$ cat config.mk
export PLATFORM = sky130hd
export DESIGN_NAME = vr_pipe_buffer
export DESIGN_NICKNAME = d
export VERILOG_FILES = /design/src/rtl/vr_pkg.sv /design/src/rtl/vr_buf_mem.sv /design/src/rtl/vr_pipe_buffer.sv
export SDC_FILE = /design/constraint.sdc
export NUM_CORES = 1
export LEC_CHECK = 0
export ABC_AREA = 0
export BUFFER_PORTS_ARGS = -buffer_cell sky130_fd_sc_hd__buf_2
export CAP_MARGIN = 40
export CORE_MARGIN = 5
export CORE_UTILIZATION = 36
export CTS_CLUSTER_SIZE = 30
export DETAILED_ROUTE_END_ITERATION = 16
export SLEW_MARGIN = 20
export SYNTH_ARGS = -nofsm -noshare
export SYNTH_HDL_FRONTEND = slang
export SYNTH_HIERARCHICAL = 1
export SYNTH_SLANG_ARGS = --single-unit
$ cat constraint.sdc
create_clock -name clk -period 2.6 [get_ports clk]
set_input_delay 0.52 -clock clk [delete_from_list [all_inputs] [get_ports clk]]
set_output_delay 0.52 -clock clk [all_outputs]
set_load 0.05 [all_outputs]
$ cat src/rtl/vr_pkg.sv
// Shared constants and width helpers for the valid/ready pipe buffer.
package vr_pkg;

   localparam int VR_WIDTH = 8;
   localparam int VR_DEPTH = 4;

   // Pointer width for a power-of-2 depth; never narrower than one bit.
   function automatic int vr_ptr_w(input int depth);
      return (depth > 1) ? $clog2(depth) : 1;
   endfunction

   // Occupancy counter has to represent 0..depth inclusive.
   function automatic int vr_cnt_w(input int depth);
      return $clog2(depth + 1);
   endfunction

endpackage

$ cat src/rtl/vr_buf_mem.sv
// Entry storage for the pipe buffer: one synchronous write port, one async read port.
module vr_buf_mem
   import vr_pkg::*;
#(
   parameter int WIDTH = VR_WIDTH,
   parameter int DEPTH = VR_DEPTH,
   parameter int AW    = vr_ptr_w(VR_DEPTH)
) (
   input  logic             clk,
   input  logic             we,
   input  logic [AW-1:0]    waddr,
   input  logic [WIDTH-1:0] wdata,
   input  logic [AW-1:0]    raddr,
   output logic [WIDTH-1:0] rdata
);

   // Deliberately unreset: contents only matter behind a valid count.
   logic [WIDTH-1:0] mem [DEPTH];

   always_ff @(posedge clk) begin
      if (we) mem[waddr] <= wdata;
   end

   assign rdata = mem[raddr];

endmodule

$ cat src/rtl/vr_pipe_buffer.sv
// Valid/ready FIFO buffer: registered occupancy, no fall-through, flush has priority.
module vr_pipe_buffer
   import vr_pkg::*;
#(
   parameter int WIDTH     = VR_WIDTH,
   parameter int DEPTH     = VR_DEPTH,
   parameter int AFULL_LVL = DEPTH - 1
) (
   input  logic                       clk,
   input  logic                       rst,
   input  logic                       flush,
   input  logic                       valid_in,
   input  logic [WIDTH-1:0]           data_in,
   output logic                       ready_in,
   output logic                       valid_out,
   output logic [WIDTH-1:0]           data_out,
   input  logic                       ready_out,
   output logic [vr_cnt_w(DEPTH)-1:0] count,
   output logic                       almost_full
);

   localparam int PW = vr_ptr_w(DEPTH);
   localparam int CW = vr_cnt_w(DEPTH);
   localparam logic [CW-1:0] DEPTH_C = CW'(DEPTH);
   localparam logic [CW-1:0] AFULL_C = CW'(AFULL_LVL);

   logic [PW-1:0] wr_ptr_q;
   logic [PW-1:0] rd_ptr_q;
   logic [CW-1:0] count_q;
   logic          push;
   logic          pop;
   logic          mem_we;

   // Handshake flags come only from count_q, so ready_out never reaches ready_in.
   assign ready_in    = (count_q < DEPTH_C);
   assign valid_out   = (count_q != '0);
   assign almost_full = (count_q >= AFULL_C);
   assign count       = count_q;

   assign push   = valid_in && ready_in;
   assign pop    = valid_out && ready_out;
   assign mem_we = push && !flush;

   always_ff @(posedge clk or posedge rst) begin
      if (rst) begin
         wr_ptr_q <= '0;
         rd_ptr_q <= '0;
         count_q  <= '0;
      end else if (flush) begin
         wr_ptr_q <= '0;
         rd_ptr_q <= '0;
         count_q  <= '0;
      end else begin
         // Power-of-2 depth lets the pointers wrap by plain overflow.
         if (push) wr_ptr_q <= wr_ptr_q + PW'(1);
         if (pop)  rd_ptr_q <= rd_ptr_q + PW'(1);
         case ({push, pop})
            2'b10:   count_q <= count_q + CW'(1);
            2'b01:   count_q <= count_q - CW'(1);
            default: count_q <= count_q;
         endcase
      end
   end

   vr_buf_mem #(
      .WIDTH (WIDTH),
      .DEPTH (DEPTH),
      .AW    (PW)
   ) u_mem (
      .clk   (clk),
      .we    (mem_we),
      .waddr (wr_ptr_q),
      .wdata (data_in),
      .raddr (rd_ptr_q),
      .rdata (data_out)
   );

endmodule

Word level (Yosys, flattened, before mapping)
Memories as Yosys holds them, arrays and structs flattened. Index checks and enable logic that the tools add are counted.

Bits in registers: 7. Bits in latches: 0. Bits in writable memories: 32. Bits in read-only memories: 0. Output and inout bits: 14. Word-level logic and storage cells: 28. Memories: 1.

Memories: u_mem.mem (words 4, width 8, read ports 1, clocked after Yosys merged registers in 0, wr ports 1, RTL line vr_buf_mem.sv:18) `logic [WIDTH-1:0] mem [DEPTH];`.

Add/subtract/negate cells: 4. Multipliers: 0. Divide/modulo/power cells: 0. Order comparisons: 2. Eq/ne operators: 2. Shift operators: 0. Mux-type cells: 8. Bitwise operators: 0. Reduce and logical (&&, ||, !) cells: 8.

Operator list (number): 2-bit 2-to-1 mux (4); 3-bit case mux with 2 select lines (1); 3-bit nonzero test (2); 2-bit by 1-bit adder with 2-bit output (second input constant) (2); 2-bit nonzero test (2); 3-bit by 1-bit adder with 3-bit output (second input constant) (1); 3-bit by 2-bit greater-or-equal comparator with 1-bit output (second input constant) (1); 1-bit logical AND (3); 3-bit less-than comparator (second input constant) (1); 3-bit 2-to-1 mux (1); 3-bit by 1-bit subtractor with 3-bit output (second input constant) (1); 2-bit by 1-bit == test with 1-bit output (second input constant) (1); 2-bit == test (second input constant) (1); 1-bit 2-to-1 mux (2); 1-bit zero test (1).

Longest topological paths before layout
Word-level depth: 5. Mapped depth: 7.

By module
The synthesis kept the hierarchy.

By module, submodules not included: vr_buf_mem (times used 1, cells each 46, area an instance 1188.6 sq um, seq. area each 960.9 sq um); vr_pipe_buffer (times used 1, cells each 58, area an instance 496.7 sq um, seq. area each 175.2 sq um).

Worst setup path before layout
OpenSTA, ideal clock, no wires.

Path kind: flip-flop to flip-flop. From: register count_q[2] (netlist: count[2]). To: memory u_mem/mem[0][0] (netlist name), enable pin. Library setup time: 0.385 ns. Arrival time: 1.756 ns. Path slack: 0.459 ns. Cell stages (with the launch flop): 5. Path buffers: 1. Period minus slack after synthesis: 2.141 ns. Cell sequence: dfrtp_1 -> buf_6 -> nand2b_1 -> nor2_1 -> nor3b_1.

Longest elaborated chain between the ends: 5.

Ends and longest elaborated chain: start: declaration (RTL line vr_pipe_buffer.sv:29) `logic [CW-1:0] count_q;`; start signal: assignment (RTL line vr_pipe_buffer.sv:58) `2'b10: count_q <= count_q + CW'(1);`; start signal: assignment (RTL line vr_pipe_buffer.sv:59) `2'b01: count_q <= count_q - CW'(1);`; start signal: assignment (RTL line vr_pipe_buffer.sv:60) `default: count_q <= count_q;`; 3-bit less-than comparator (RTL line vr_pipe_buffer.sv:35) `assign ready_in = (count_q < DEPTH_C);`; 1-bit logical AND (RTL line vr_pipe_buffer.sv:40) `assign push = valid_in && ready_in;`; 1-bit logical AND (RTL line vr_pipe_buffer.sv:42) `assign mem_we = push && !flush;`; net mem_we (RTL line vr_pipe_buffer.sv:32) `logic mem_we;`; 1-bit 2-to-1 mux (RTL line vr_buf_mem.sv:21) `if (we) mem[waddr] <= wdata;`; 1-bit 2-to-1 mux (implied by the code) (RTL line vr_buf_mem.sv:21); end: declaration (RTL line vr_buf_mem.sv:18).

The timed path passes the listed nets, and every way through them passes these cells.

Worst setup path in the final report
From: register rd_ptr_q[0]. To: output data_out[5].

Longest elaborated chain between the ends: 1.

Ends and longest elaborated chain: start: declaration (RTL line vr_pipe_buffer.sv:28) `logic [PW-1:0] rd_ptr_q;`; start signal: assignment (RTL line vr_pipe_buffer.sv:56) `if (pop) rd_ptr_q <= rd_ptr_q + PW'(1);`; memory 4 x 8 bit; end: declaration (RTL line vr_pipe_buffer.sv:16) `output logic [WIDTH-1:0] data_out,`.

Every way passes these cells.

==> results.json <==
{
  "ys_seq_elements": 39,
  "p_int_uw": 1170,
  "io_pins": 27,
  "gp_congestion": 0.787,
  "hp-class": "in -> async",
  "cts_setup_buffers": 0,
  "detail_route.first_pass.iterations": 4,
  "critPathMaxStageDelay_ns": 0.71,
  "wl_um": 3070,
  "p_sw_uw": 570,
  "start_util_pct": 37.9,
  "drtIter0Drc": 68,
  "critical_path.startpoint_type": "flop",
  "die_w_um": 78.4,
  "cts_max_level": 2,
  "crit_required_ns": 2.08,
  "core_area_um2": 4440,
  "syn_area_um2": 1690,
  "clock_path_buffers": 2,
  "yosysUniqueCellTypes": 33,
  "fp.dieH_um": 78.4,
  "tightest_slew_ns": 0.575,
  "multiInputGateArea_um2": 488,
  "viasPerCell": 5.10,
  "overflow": 0,
  "route.vias.total": 949,
  "final_util_pct": 44.2,
  "final-seq-area_um2": 1140,
  "synthCells": 104,
  "detailed_place_hpwl_um": 2130,
  "fillers": 410,
  "cts-root-buf": "clkbuf_8",
  "relSlewSlack_pct": 61.7,
  "placed_area_um2": 1860,
  "grt_pass1_vias": 983,
  "rsz0062_at_grt": "false",
  "async_flop_share_pct": 17.9,
  "synthMuxAreaShare_pct": 10.7,
  "cp_slowest_cell": "dfrtp_1",
  "yosys_warnings": 6,
  "area_growth_pct": 16.6,
  "antenna_found_initial": 0,
  "arrival_ns": 1.80,
  "clock_latency_ns": 0.28,
  "diodes": 0,
  "synth_top_family_by_area": "multiplexers",
  "switching_share_pct": 32.8,
  "numPlacedInstances": 178,
  "p_clk_share_pct": 27.7,
  "synth_compound_area_share_pct": 4.97,
  "end_kind": "output port",
  "status": "complete, no violations",
  "yosys.area_share.simple_pct": 9.50,
  "hold_violations": 0,
  "numCtsBuffers": 5,
  "grt_use_total_pct": 11.3,
  "wl_per_cell_um": 16.5,
  "yosys.area_share.xor_xnor_pct": 2.60,
  "path_max_fanout": 9,
  "cellPowerDensity_nw_per_um2": 884,
  "report.final.slew_viol_count": 0,
  "cts-resized-gates": 0,
  "drive_above_1_share_pct": 34.3,
  "port_buffers": 26,
  "drv_cap": 0,
  "worst-setup-path-type": "reg -> out",
  "finish.instance_area_um2": 1960,
  "synth_edf_count": 32,
  "peakVddDrop_mv": 0.386,
  "row_count": 24,
  "ctsHoldBuffers": 0,
  "drc_errors": 0,
  "power_frac_comb_pct": 28.2,
  "power.leakage_uw": 0.000742,
  "synthFlopType": "edfxtp_1",
  "fin_skew_ns": 0.00348,
  "grt_max_degree": 15,
  "max_freq_mhz": 431,
  "nets": 147,
  "stdcell_count": 186,
  "fin_crit_sh_pct": 89.3,
  "p_total_uw": 1740,
  "grt_pass1_wl_um": 5180,
  "sequentialPowerShare_pct": 44.1,
  "synth_area_per_cell_um2": 16.2,
  "critical_path.cell_chain": "mux4_2, buf_2",
  "path_clk_slew_ns": 0.07,
  "synth_nets": 118,
  "numClockSinks": 39,
  "die_area_um2": 6150,
  "ys_seq_area_share_pct": 67.4,
  "setup-tns-final_ns": 0,
  "ant_nets": 0,
  "period_needed_ns": 2.32,
  "cts_tree": "yes",
  "synthAdderAreaFrac_pct": 1.19,
  "setup_viol_count_final": 0
}
## power by group through the flow
stage | logic (µW) | registers [µW] | clock network (µW)
after detailed placement | 496 | 782 | 0
after global routing | 525 | 776 | 532
after floorplan | 384 | 788 | 0
final | 491 | 766 | 481
after global placement | 490 | 779 | 0
after CTS | 496 | 769 | 499
## worst max-delay path, delay by kind of cell, from the launching register on
| kind | cells | cell delay, ns |
|---|---|---|
| buffers and inverters | 1 | 0.23 |
| flip-flops | 1 | 0.71 |
| multiplexers | 1 | 0.59 |
## cell type report
class	instances	area share (%)
tap	52	3.31
timing repair buffer	30	8.15
multi-input combinational	55	24.8
sequential	39	57.8
clock buffer	5	3.50
inverter	2	0.382
clock inverter	3	1.97
## placed cells by master, fill, tap and decap left out, types with 3 or more instances in the layout
master     n
dfrtp_1    7
clkbuf_8   5
mux4_2     8
buf_2     26
and3b_1    3
buf_4      4
edfxtp_1  32
nand2_1    6
xor2_1     3
nor2_1     7
## synthesized netlist by cell type, drive strengths merged (3+ instances only)
| cell type | instances | area (µm²) |
|---|---|---|
| buf | 6 | 45.0 |
| mux4 | 8 | 180 |
| edfxtp | 32 | 961 |
| nor2 | 7 | 26.3 |
| dfrtp | 7 | 175 |
| xor2 | 3 | 26.3 |
| and3b | 3 | 26.3 |
| nand2 | 6 | 22.5 |
## registers in the layout (all words and copies together) (netlist names)
signal,count
wr_ptr_q,2
rd_ptr_q,2
count,3
u_mem/mem,32
## logic make-up after synthesis
logic type,count (synthesis)
compound gates,12
flops,39
xor+xnor,5
buf+inv,10
simple gates,29
fa+ha+maj,1
mux,8
## through the flow
stage | setup WS [ns] | hold slack (ns)
after global routing | 0.170 | 0.173
final | 0.279 | 0.161
after global placement | 0.534 | 0.470
after floorplan | 0.459 | 0.323
after detailed placement | 0.478 | 0.475
after CTS | 0.212 | 0.163
## path summary, 6_finish.rpt
kind	slack [ns]	depth (start not counted)	from	to
min	0.16	2	rst	wr_ptr_q[1]
max reg2reg	0.66	7	count[0]	count[2]
min in group clk	0.45	1	data_in[0]	u_mem/mem[1][0]
max in group asynchronous	2.22	2	rst	count[1]
min reg2reg	0.60	2	wr_ptr_q[1]	wr_ptr_q[1]
max	0.28	2	rd_ptr_q[0]	data_out[5]
## per-layer routing
layer,vias to the layer above,track usage [%],wire [µm]
met2,24,17.8,1510
met5,-,0,0
met1,468,14.5,1370
li1,453,-,-
met4,0,4.20,31
met3,4,3.89,153
Note: power is estimated with default switching activity, not from simulation.
